<file path="config.mk">
export PLATFORM = sky130hd
export DESIGN_NAME = uart_link
export DESIGN_NICKNAME = d
export VERILOG_FILES = /design/src/rtl/uart_link_pkg.sv /design/src/rtl/uart_sync_fifo.sv /design/src/rtl/uart_link.sv
export SDC_FILE = /design/constraint.sdc
export NUM_CORES = 1
export LEC_CHECK = 0
export ABC_AREA = 1
export CORE_UTILIZATION = 43
export CTS_CLUSTER_SIZE = 20
export DETAILED_ROUTE_END_ITERATION = 10
export GPL_TIMING_DRIVEN = 0
export SYNTH_ARGS = -nofsm -noshare
export SYNTH_HDL_FRONTEND = slang
export SYNTH_HIERARCHICAL = 1
export SYNTH_SLANG_ARGS = --single-unit
</file>
<file path="constraint.sdc">
create_clock -name clk -period 3.6 [get_ports clk]
set_input_delay 0.54 -clock clk [delete_from_list [all_inputs] [get_ports clk]]
set_output_delay 0.54 -clock clk [all_outputs]
set_load 0.03 [all_outputs]
</file>
<file path="src/rtl/uart_link_pkg.sv">
// uart_link_pkg: FSM state encodings and oversampling constants shared by the UART link.
package uart_link_pkg;
  typedef enum logic [2:0] {TX_IDLE, TX_START, TX_DATA, TX_PARITY, TX_STOP} tx_state_t;
  typedef enum logic [2:0] {RX_IDLE, RX_START, RX_DATA, RX_PARITY, RX_STOP} rx_state_t;
  localparam int OVERSAMPLE = 16;
  localparam int SAMPLE_MID = 7;
endpackage

</file>
<file path="src/rtl/uart_sync_fifo.sv">
// uart_sync_fifo: first-word-fall-through FIFO with wrap-bit pointers; holds the last popped word when empty.
module uart_sync_fifo #(
  parameter int DATA_BITS  = 8,
  parameter int FIFO_DEPTH = 16
) (
  input  logic                 clk,
  input  logic                 reset,
  input  logic                 wr,
  input  logic [DATA_BITS-1:0] w_data,
  input  logic                 rd,
  output logic [DATA_BITS-1:0] r_data,
  output logic                 full,
  output logic                 empty
);
  localparam int AW = $clog2(FIFO_DEPTH);
  logic [DATA_BITS-1:0] r_mem [FIFO_DEPTH];
  logic [AW:0] r_wp, r_rp;
  logic [DATA_BITS-1:0] r_last;
  logic w_wr, w_rd;
  assign empty = r_wp == r_rp;
  assign full = (r_wp[AW] != r_rp[AW]) && (r_wp[AW-1:0] == r_rp[AW-1:0]);
  assign w_rd = rd && !empty;
  // a read frees the slot being written when full, so both may proceed
  assign w_wr = wr && (!full || w_rd);
  assign r_data = empty ? r_last : r_mem[r_rp[AW-1:0]];
  always_ff @(posedge clk)
    if (w_wr) r_mem[r_wp[AW-1:0]] <= w_data;
  always_ff @(posedge clk or posedge reset)
    if (reset) begin
      r_wp <= '0;
      r_rp <= '0;
      r_last <= '0;
    end else begin
      if (w_wr) r_wp <= r_wp + 1'b1;
      if (w_rd) begin
        r_rp <= r_rp + 1'b1;
        r_last <= r_data;
      end
    end
endmodule

</file>
<file path="src/rtl/uart_link.sv">
// uart_link: full-duplex UART with runtime baud divisor, parity, 1/2 stop bits and sticky error flags.
// Optional internal TX->RX loopback port when UART_LINK_LOOPBACK_EN is defined.
module uart_link
  import uart_link_pkg::*;
#(
  parameter int DATA_BITS  = 8,
  parameter int FIFO_DEPTH = 16,
  parameter int DIV_W      = 16
) (
  input  logic                 clk,
  input  logic                 reset,
`ifdef UART_LINK_LOOPBACK_EN
  input  logic                 loopback,
`endif
  input  logic [DIV_W-1:0]     divisor,
  input  logic                 parity_en,
  input  logic                 parity_odd,
  input  logic                 stop2,
  input  logic                 wr_uart,
  input  logic [DATA_BITS-1:0] w_data,
  output logic                 tx_full,
  input  logic                 rd_uart,
  output logic [DATA_BITS-1:0] r_data,
  output logic                 rx_empty,
  input  logic                 rx,
  output logic                 tx,
  output logic                 tx_busy,
  input  logic                 clr_err,
  output logic                 parity_err,
  output logic                 frame_err,
  output logic                 overrun_err
);
  logic [DIV_W-1:0] r_div_cnt, r_div_last;
  logic w_tick;
  assign w_tick = (r_div_cnt == divisor) && (divisor == r_div_last);
  always_ff @(posedge clk or posedge reset)
    if (reset) begin
      r_div_cnt <= '0;
      r_div_last <= '0;
    end else begin
      r_div_last <= divisor;
      r_div_cnt <= (divisor != r_div_last || w_tick) ? '0 : r_div_cnt + 1'b1;
    end
  tx_state_t r_tx_state, w_tx_state_n;
  logic [4:0] r_tx_tcnt, w_tx_tcnt_n;
  logic [3:0] r_tx_bcnt, w_tx_bcnt_n;
  logic [DATA_BITS-1:0] r_tx_shift, w_tx_shift_n, w_tx_head;
  logic r_tx_par, w_tx_par_n, r_tx_pen, w_tx_pen_n, r_tx_stop2, w_tx_stop2_n;
  logic w_tx_pop, w_tx_empty, w_tx_line, w_tx_bit_end, w_tx_stop_end;
  assign w_tx_bit_end = w_tick && r_tx_tcnt == 5'(OVERSAMPLE-1);
  assign w_tx_stop_end = w_tick && r_tx_tcnt == (r_tx_stop2 ? 5'(2*OVERSAMPLE-1) : 5'(OVERSAMPLE-1));
  always_comb begin
    w_tx_state_n = r_tx_state;
    w_tx_tcnt_n = (r_tx_state != TX_IDLE && w_tick) ? r_tx_tcnt + 1'b1 : r_tx_tcnt;
    w_tx_bcnt_n = r_tx_bcnt;
    w_tx_shift_n = r_tx_shift;
    w_tx_par_n = r_tx_par;
    w_tx_pen_n = r_tx_pen;
    w_tx_stop2_n = r_tx_stop2;
    w_tx_pop = 1'b0;
    w_tx_line = 1'b1;
    case (r_tx_state)
      TX_START: begin
        w_tx_line = 1'b0;
        if (w_tx_bit_end) begin
          w_tx_tcnt_n = '0;
          w_tx_state_n = TX_DATA;
        end
      end
      TX_DATA: begin
        w_tx_line = r_tx_shift[0];
        if (w_tx_bit_end) begin
          w_tx_tcnt_n = '0;
          w_tx_shift_n = r_tx_shift >> 1;
          w_tx_bcnt_n = r_tx_bcnt + 1'b1;
          if (r_tx_bcnt == 4'(DATA_BITS-1)) begin
            w_tx_bcnt_n = '0;
            w_tx_state_n = r_tx_pen ? TX_PARITY : TX_STOP;
          end
        end
      end
      TX_PARITY: begin
        w_tx_line = r_tx_par;
        if (w_tx_bit_end) begin
          w_tx_tcnt_n = '0;
          w_tx_state_n = TX_STOP;
        end
      end
      TX_STOP:
        if (w_tx_stop_end) begin
          w_tx_tcnt_n = '0;
          w_tx_state_n = TX_IDLE;
        end
      default: ;
    endcase
    // frame start, either from IDLE or back-to-back at the end of STOP
    if (w_tick && !w_tx_empty && (r_tx_state == TX_IDLE || (r_tx_state == TX_STOP && w_tx_stop_end))) begin
      w_tx_pop = 1'b1;
      w_tx_state_n = TX_START;
      w_tx_tcnt_n = '0;
      w_tx_shift_n = w_tx_head;
      w_tx_par_n = ^w_tx_head ^ parity_odd;
      w_tx_pen_n = parity_en;
      w_tx_stop2_n = stop2;
    end
  end
  always_ff @(posedge clk or posedge reset)
    if (reset) begin
      r_tx_state <= TX_IDLE;
      r_tx_tcnt <= '0;
      r_tx_bcnt <= '0;
      r_tx_shift <= '0;
      r_tx_par <= 1'b0;
      r_tx_pen <= 1'b0;
      r_tx_stop2 <= 1'b0;
    end else begin
      r_tx_state <= w_tx_state_n;
      r_tx_tcnt <= w_tx_tcnt_n;
      r_tx_bcnt <= w_tx_bcnt_n;
      r_tx_shift <= w_tx_shift_n;
      r_tx_par <= w_tx_par_n;
      r_tx_pen <= w_tx_pen_n;
      r_tx_stop2 <= w_tx_stop2_n;
    end
  assign tx_busy = r_tx_state != TX_IDLE;
  uart_sync_fifo #(.DATA_BITS(DATA_BITS), .FIFO_DEPTH(FIFO_DEPTH)) u_tx_fifo (
    .clk(clk), .reset(reset), .wr(wr_uart), .w_data(w_data), .rd(w_tx_pop),
    .r_data(w_tx_head), .full(tx_full), .empty(w_tx_empty)
  );
  logic w_rx_in;
`ifdef UART_LINK_LOOPBACK_EN
  assign tx = loopback ? 1'b1 : w_tx_line;
  assign w_rx_in = loopback ? w_tx_line : rx;
`else
  assign tx = w_tx_line;
  assign w_rx_in = rx;
`endif
  logic [1:0] r_sync;
  logic w_rx_s;
  assign w_rx_s = r_sync[1];
  rx_state_t r_rx_state, w_rx_state_n;
  logic [3:0] r_rx_tcnt, w_rx_tcnt_n, r_rx_bcnt, w_rx_bcnt_n;
  logic [DATA_BITS-1:0] r_rx_shift, w_rx_shift_n;
  logic r_rx_pen, w_rx_pen_n, r_rx_podd, w_rx_podd_n, r_rx_pbit, w_rx_pbit_n;
  logic r_rx_done, w_rx_done_n, r_rx_stop, w_rx_stop_n;
  logic w_rx_mid, w_rx_end, w_rx_full, w_par_bad;
  assign w_rx_mid = w_tick && r_rx_tcnt == 4'(SAMPLE_MID);
  assign w_rx_end = w_tick && r_rx_tcnt == 4'(OVERSAMPLE-1);
  always_comb begin
    w_rx_state_n = r_rx_state;
    w_rx_tcnt_n = (r_rx_state != RX_IDLE && w_tick) ? r_rx_tcnt + 1'b1 : r_rx_tcnt;
    w_rx_bcnt_n = r_rx_bcnt;
    w_rx_shift_n = r_rx_shift;
    w_rx_pen_n = r_rx_pen;
    w_rx_podd_n = r_rx_podd;
    w_rx_pbit_n = r_rx_pbit;
    w_rx_done_n = 1'b0;
    w_rx_stop_n = r_rx_stop;
    case (r_rx_state)
      RX_IDLE:
        if (!w_rx_s) begin
          w_rx_state_n = RX_START;
          w_rx_tcnt_n = '0;
          w_rx_pen_n = parity_en;
          w_rx_podd_n = parity_odd;
        end
      RX_START:
        if (w_rx_mid) begin
          w_rx_tcnt_n = '0;
          w_rx_state_n = w_rx_s ? RX_IDLE : RX_DATA;
        end
      RX_DATA:
        if (w_rx_end) begin
          w_rx_shift_n = {w_rx_s, r_rx_shift[DATA_BITS-1:1]};
          w_rx_bcnt_n = r_rx_bcnt + 1'b1;
          if (r_rx_bcnt == 4'(DATA_BITS-1)) begin
            w_rx_bcnt_n = '0;
            w_rx_state_n = r_rx_pen ? RX_PARITY : RX_STOP;
          end
        end
      RX_PARITY:
        if (w_rx_end) begin
          w_rx_pbit_n = w_rx_s;
          w_rx_state_n = RX_STOP;
        end
      RX_STOP:
        if (w_rx_end) begin
          w_rx_done_n = 1'b1;
          w_rx_stop_n = w_rx_s;
          w_rx_state_n = RX_IDLE;
        end
      default: ;
    endcase
  end
  always_ff @(posedge clk or posedge reset)
    if (reset) begin
      r_sync <= 2'b11;
      r_rx_state <= RX_IDLE;
      r_rx_tcnt <= '0;
      r_rx_bcnt <= '0;
      r_rx_shift <= '0;
      r_rx_pen <= 1'b0;
      r_rx_podd <= 1'b0;
      r_rx_pbit <= 1'b0;
      r_rx_done <= 1'b0;
      r_rx_stop <= 1'b1;
    end else begin
      r_sync <= {r_sync[0], w_rx_in};
      r_rx_state <= w_rx_state_n;
      r_rx_tcnt <= w_rx_tcnt_n;
      r_rx_bcnt <= w_rx_bcnt_n;
      r_rx_shift <= w_rx_shift_n;
      r_rx_pen <= w_rx_pen_n;
      r_rx_podd <= w_rx_podd_n;
      r_rx_pbit <= w_rx_pbit_n;
      r_rx_done <= w_rx_done_n;
      r_rx_stop <= w_rx_stop_n;
    end
  uart_sync_fifo #(.DATA_BITS(DATA_BITS), .FIFO_DEPTH(FIFO_DEPTH)) u_rx_fifo (
    .clk(clk), .reset(reset), .wr(r_rx_done), .w_data(r_rx_shift), .rd(rd_uart),
    .r_data(r_data), .full(w_rx_full), .empty(rx_empty)
  );
  assign w_par_bad = r_rx_pen && (r_rx_pbit != (^r_rx_shift ^ r_rx_podd));
  logic r_parity_err, r_frame_err, r_overrun_err;
  // a new error event wins over a same-cycle clear
  always_ff @(posedge clk or posedge reset)
    if (reset) begin
      r_parity_err <= 1'b0;
      r_frame_err <= 1'b0;
      r_overrun_err <= 1'b0;
    end else begin
      r_parity_err <= (r_rx_done && w_par_bad) || (r_parity_err && !clr_err);
      r_frame_err <= (r_rx_done && !r_rx_stop) || (r_frame_err && !clr_err);
      r_overrun_err <= (r_rx_done && w_rx_full && !rd_uart) || (r_overrun_err && !clr_err);
    end
  assign parity_err = r_parity_err;
  assign frame_err = r_frame_err;
  assign overrun_err = r_overrun_err;
endmodule
</file>
Word level (Yosys, flattened, before mapping). Memories as Yosys holds them, arrays and structs flattened. Cells that the tools add are included.

Add/sub/neg operators: 9. $mul: 0. Divide/modulo/power cells: 0. Order comparisons: 0. Equal/unequal tests: 35. Shift-type cells: 0. Multiplexer cells: 43. Bitwise gates (word level): 3. Reductions and logical operators: 57.

Operators with widths (count): 3-bit 2-to-1 mux (14); 8-bit 2-to-1 mux (5); 16-bit equality test (2); 5-bit by 1-bit adder with 5-bit output (second input constant) (5); 5-bit 2-to-1 mux (5); 1-bit logical AND (24); 4-bit 2-to-1 mux (5); 16-bit by 1-bit adder with 16-bit output (second input constant) (1); 16-bit 2-to-1 mux (1); 16-bit != test (1); 8-bit XOR reduction (2); 5-bit equality test (3); 3-bit case mux with 5 select lines (1); 4-bit by 1-bit adder with 4-bit output (second input constant) (3); 3-bit by 2-bit equality test with 1-bit output (second input constant) (4); 4-bit by 3-bit equality test with 1-bit output (second input constant) (3); 2-bit != test (second input constant) (6); 3-bit != test (second input constant) (4); 3-bit case mux with 4 select lines (1); 2-bit AND reduction (6); 5-bit case mux with 2 select lines (1); 5-bit nonzero test (2); 4-bit equality test (2); 4-bit case mux with 2 select lines (1); 19 further kinds (45).

Flip-flop bits (word level): 120. Latch bits: 0. Bits in writable memories: 256. Memory bits (read-only): 0. Input port bits: 33. Output and inout bits: 15. Word-level logic and storage cells: 177. Memories kept: 2.

Memory list: u_rx_fifo.r_mem (words 16, width 8, read ports 1, clocked after memory_dff 0, wr ports 1, line uart_sync_fifo.sv:16) `logic [DATA_BITS-1:0] r_mem [FIFO_DEPTH];`; u_tx_fifo.r_mem (words 16, width 8, read ports 1, clocked after memory_dff 0, wr ports 1, line uart_sync_fifo.sv:16).

Longest topological paths before layout.
Depth after elaboration: 12. Depth in mapped cells: 18. Depth with buffers taken out: 15.

By module. Netlist, hierarchy kept.

By module, submodules not included: uart_sync_fifo (times used 2, cells each 644, area each 6515.0 um2); uart_link (times used 1, cells each 574, area each 4478.0 um2).

Least setup slack after synthesis. No wires, ideal clock.

Kind: input -> register. Start: input port divisor[2]. End: memory u_tx_fifo.r_mem[10][0], enable pin. Setup time: 0.383 ns. Arrival time: 2.805 ns. Required time: 3.217 ns. Path slack: 0.411 ns. Stages on the path: 16. Path buffers: 2. Cell sequence: inv_1 -> nand2_1 -> nand2_1 -> nor2_1 -> nand2_1 -> nor2_1 -> nand2_1 -> nor2_8 -> nand2_2 -> clkinv_1 -> clkbuf_1 -> inv_1 -> nand2_4 -> nand2_4 -> buf_4 -> nor3_1.

Longest elaborated chain between the ends: 12. Elaborated cells on any way between the ends: 14. Classes of those cells: eq/ne: 2; mux: 3; reduce/logical: 9.

RTL lines: start, declared (line uart_link.sv:15) `input logic [DIV_W-1:0] divisor,`; 16-bit equality test (line uart_link.sv:35) `assign w_tick = (r_div_cnt == divisor) && (divisor == r_div_last);`; 1-bit logical AND (*) (line uart_link.sv:35); 1-bit logical AND (line uart_link.sv:51) `assign w_tx_stop_end = w_tick && r_tx_tcnt == (r_tx_stop2 ? 5'(2*OVERSAMPLE-1) : 5'(OVERSAMPLE-1));`; 1-bit logical AND (line uart_link.sv:97) `if (w_tick && !w_tx_empty && (r_tx_state == TX_IDLE || (r_tx_state == TX_STOP && w_tx_stop_end))) begin`; 1-bit logical OR (line uart_link.sv:97); 1-bit logical AND (*) (line uart_link.sv:97); 1-bit 2-to-1 mux (*) (line uart_link.sv:97); named net w_tx_pop (line uart_link.sv:49) `logic w_tx_pop, w_tx_empty, w_tx_line, w_tx_bit_end, w_tx_stop_end;`; 1-bit logical AND (*) (line uart_sync_fifo.sv:22) `assign w_rd = rd && !empty;`; 1-bit logical OR (*) (line uart_sync_fifo.sv:24) `assign w_wr = wr && (!full || w_rd);`; 1-bit logical AND (*) (line uart_sync_fifo.sv:24); 1-bit 2-to-1 mux (*) (line uart_sync_fifo.sv:27) `if (w_wr) r_mem[r_wp[AW-1:0]] <= w_data;`; 1-bit 2-to-1 mux (implied by the code) (*) (line uart_sync_fifo.sv:27); end, declared (line uart_sync_fifo.sv:16).

The timed path passes the listed nets; every way through them passes the cells marked *.

Worst setup path in the final report.
Start: register u_rx_fifo.r_rp[0]. End: output port r_data[4].

Longest elaborated chain between the ends: 2. Elaborated cells on any way between the ends: 3. Classes of those cells: eq/ne: 1; mux: 1; memory: 1.

RTL lines: start, declared (line uart_sync_fifo.sv:17) `logic [AW:0] r_wp, r_rp;`; start signal, assigned (line uart_sync_fifo.sv:36) `r_rp <= r_rp + 1'b1;`; memory 16 x 8 bit or 5-bit equality test (tied branches); 8-bit 2-to-1 mux (*) (line uart_sync_fifo.sv:25) `assign r_data = empty ? r_last : r_mem[r_rp[AW-1:0]];`; end, declared (line uart_link.sv:23) `output logic [DATA_BITS-1:0] r_data,`.

Every way passes the cells marked *; elsewhere a longest branch is shown, timed or not.

==> impl_metrics.csv <==
group,metric,value,unit
critical_path,reg2reg_to,"u_tx_fifo/r_mem[15][5]",
final_layout,final_layout_size_suffix_gt1_share,8.57,%
logic_synthesis,synth_top_family_by_area,"simple AND/OR/NAND/NOR gates",
sta,finClkSkew,29.8,ps
logic_synthesis,avgSynthCellArea,9.40,sq um
power_and_ir_drop,seq_power_share,42.0,%
global_routing,overflow,0,
critical_path,ff2ff_path_depth,12,
critical_path,path_cells,"inv_2 -> buf_2 -> buf_2 -> nand2_1 -> nand3_1 -> nand3_1 -> nand2_1 -> nor2_1 -> a22oi_1 -> dlygate4sd2_1",
critical_path,critPathTopFamily,"buffers and inverters",
critical_path,crit_type,"flop to output port",
critical_path,worst_ep_arrival_time,2780,ps
logic_synthesis,synthCells,1862,
critical_path,slowest_stage,"dfrtp_1",
routing,vias_per_cell,4.99,
final_layout,area_growth,15.5,%
power_and_ir_drop,p_int,0.00814,W
logic_synthesis,muxShareOfSynthArea,0.622,%
power_and_ir_drop,combinationalPowerShare,22.1,%
critical_path,reg2reg_from,"u_tx_fifo/r_wp[4]",
cts,clkSlewWorstSetupHoldPaths,60,ps
placement,dpl.hpwl,27700,um
floorplanning,die_w,204,um
critical_path,critPathRequiredTime,3060,ps
hold_path,hp-start,"r_sync[0]",
power_and_ir_drop,ir_drop,0.000377,V
routing,drc,0,
logic_synthesis,post_synth_num_cell_types,42,
routing,vias,12500,
global_routing,grt_start_max_net_pins,61,
routing,drt_iter0_drc,926,
routing,wl,40500,um
power_and_ir_drop,p_sw_share,30.5,%
hold_path,worst_hold_path.num_cells,0,
floorplanning,initial_utilization,43.9,%
placement,gp_congestion,0.867,
placement,dpl_cell_area,18700,sq um
run_status,status,"finished clean",
critical_path,cp_num_buf_inv,4,
sta,fin_tns_setup,0,ps
cts,htreeDepth,2,
power_and_ir_drop,p_sw,0.00357,W
logic_synthesis,synth-adder-area-share,1.14,%
hold_path,whs_endpoint,"r_sync[1]",
logic_synthesis,yosysWarnings,6,
floorplanning,die-area,41500,sq um
routing,drt-wirelength-per-cell,16.1,um
critical_path,cp-start-kind,"flop",
placement,port_buffers,47,
critical_path,reg2reg_slack,380,ps
routing,wl_met3,2130,um
sta,max_freq,301,MHz
critical_path,slowest_delay,450,ps
floorplanning,rows,73,
logic_synthesis,synth-simple-area-share,24.7,%
routing,ant_nets,0,
routing,route.met2.wl,19400,um
sta,final-setup-viol-count,0,
logic_synthesis,ys_ff_latch,376,
global_routing,grt.total_usage,20.1,%
sta,period_minus_slack,3320,ps
logic_synthesis,synth-xor-area-share,2.20,%
power_and_ir_drop,clkPwrFrac,35.9,%
cts,postCtsSetupRepairBufs,0,
logic_synthesis,syn-cell-area,17500,sq um
sta,finalMaxSlewViolations,0,
power_and_ir_drop,power_density,580,nW/um^2
cts,root_buffer,"clkbuf_16",
floorplanning,fp.coreArea,39900,sq um
sta,timing.final.crit_share,92.2,%
cts,cts_sinks,376,
global_routing,grt_pass1_wl,64500,um
final_layout,final_area,20200,sq um
critical_path,crit_path_end_kind,"output port",
routing,firstDrtPassIters,5,
sta,relSlewSlack,8.02,%
critical_path,crit_fanout,10,
floorplanning,ios,48,
final_layout,antenna_cells,0,
job,cap_violations,0,
sta,tightest_slew,1370,ps
global_routing,grt_pass1_vias,12100,
logic_synthesis,seq_area_frac_synth,61.1,%
routing,m1WireLength,17900,um
final_layout,nNetsFinal,2003,
cts,clk_latency,570,ps
critical_path,startpoint,"u_rx_fifo/r_rp[0]",
logic_synthesis,synth_nets,1911,
power_and_ir_drop,leakagePower,9.14,nW
logic_synthesis,synth_compound_area_share,2.84,%
cts,clockBufferDepth,3,
cts,cts_tree,"done",
global_routing,grt_antenna_before_repair,0,
floorplanning,die_y,204,um
cts,numCtsBuffers,41,
sta,rsz0062_at_grt,"false",
routing,topRoutingLayerUsed,"met4",
sta,hold_viol,0,
hold_path,hp-class,"flop to flop",
==> through the flow <==
stage | worst slack, ps | power (W) | std cells | hold slack [ps] | utilization (%)
finish | 280 | 0.0117 | 2509 | 330 | 50.6
CTS | -215 | 0.0118 | 2509 | 332 | 50.4
floorplan | 411 | 0.00668 | 1862 | 345 | -
detailed placement | -1250 | 0.00751 | 2436 | 349 | 46.8
global placement | -1230 | 0.00747 | 2434 | 347 | 46.7
global route | 16.9 | 0.0123 | 2509 | 334 | 50.6
==> routing by layer <==
layer,GRT usage [%],vias up
met5,0,-
met4,7.14,0
met3,3.24,64
met2,33.1,300
met1,26.7,5970
li1,-,6180
==> how the worst max path moves through the flow <==
stage | slack, ps | end | depth (start not counted)
2_1_floorplan | 410 | u_tx_fifo/r_mem[10][0] | 16
3_3_place_gp | -1230 | u_tx_fifo/r_mem[6][7] | 17
3_5_place_dp | -1250 | u_tx_fifo/r_mem[6][7] | 17
4_1_cts | -210 | u_tx_fifo/r_mem[6][4] | 17
5_1_grt | 20 | u_tx_fifo/r_mem[6][6] | 16
6_report | 280 | r_data[4] | 10
==> power by group through the flow <==
stage                     combinational, W  clock (W)  sequential [W]
after floorplan                    0.00169          0         0.00498
after global placement             0.00246          0         0.00501
after detailed placement           0.00250          0         0.00501
after CTS                          0.00256    0.00431         0.00493
after global routing               0.00286    0.00445         0.00495
final                              0.00258    0.00421         0.00493
==> layout make-up <==
| cell class | count | area [sq um] |
|---|---|---|
| fill | 3636 | 19700 |
| sequential | 376 | 10700 |
| multi-input combinational | 1168 | 5700 |
| clock buffer | 61 | 1200 |
| inverter | 257 | 967 |
| tap | 525 | 657 |
| timing repair buffer | 50 | 519 |
| buffer | 60 | 334 |
| clock inverter | 12 | 141 |
==> cells in the mapped netlist (all sizes together) <==
cell	n	share of area [%]
clkinv	3	0.064
xor2	25	1.3
nor3	31	0.89
o21a	1	0.043
nand4	11	0.39
mux2	8	0.62
a31oi	1	0.036
dfrtp	117	17
o22ai	2	0.071
nor4	1	0.036
nand3	211	6.1
edfxtp	256	44
or2	2	0.071
xnor2	19	0.95
a21oi	15	0.51
o21ai	46	1.3
a22oi	17	0.73
nor3b	3	0.13
inv	254	5.4
nand2	636	14
dfstp	3	0.45
nor2	118	3.0
ha	16	1.1
buf	43	1.5
clkbuf	18	0.39
o211ai	3	0.13
nand3b	2	0.086
==> flip-flops by register name (all words and copies together), names as in the netlist, 2 cells and up <==
name,cells
u_tx_fifo/r_last,8
r_div_cnt,16
r_rx_tcnt,4
u_rx_fifo/r_rp,5
r_div_last,16
u_tx_fifo/r_wp,5
u_tx_fifo/r_rp,5
r_rx_bcnt,4
u_rx_fifo/r_mem,128
r_tx_shift,8
r_rx_shift,8
r_tx_bcnt,4
u_tx_fifo/r_mem,128
r_rx_state,3
r_tx_tcnt,5
u_rx_fifo/r_wp,5
r_tx_state,3
r_sync,2
u_rx_fifo/r_last,8
==> worst register-to-register path, cell delays in order (launching register included) <==
cell	delay [ps]
dfrtp_1	420
xnor2_1	360
inv_1	180
nor2_8	190
buf_6	160
a21oi_1	60
nand2_2	170
clkinv_1	480
inv_1	260
nand2_4	100
nand2_4	90
buf_4	300
nor2_2	170
==> repair_timing <==
item                                    CTS  global route
pin swaps                                 0             0
resized for setup                        26            16
hold endpoints to repair                  0             0
endpoints found under the setup margin  136           133
gates cloned                              0             0
hold buffers                              0             0
==> placed cells by master, fill, tap and decap left out, types with 7 or more instances in the layout <==
cell	instances
nand4_1	11
clkbuf_16	42
a22oi_1	17
xnor2_1	19
xor2_1	25
clkbuf_8	8
dfrtp_1	117
clkdlybuf4s50_1	39
clkbuf_1	26
inv_1	241
inv_2	12
nor3_1	14
nand2_1	626
edfxtp_1	256
o21ai_0	43
nor2_1	107
nand3_1	209
clkinv_1	7
buf_2	26
buf_4	8
ha_1	16
nor3_4	15
a21oi_1	13
==> cells by family after synthesis <==
logic type,Yosys count
xor gates and xnor gates,44
DFF,376
and+or+nand+nor,1015
buffers and inverters,318
AOI/OAI and AO/OA,85
adders and majority gates,16
muxes,8
No activity file was read; power rests on OpenSTA's default activity.
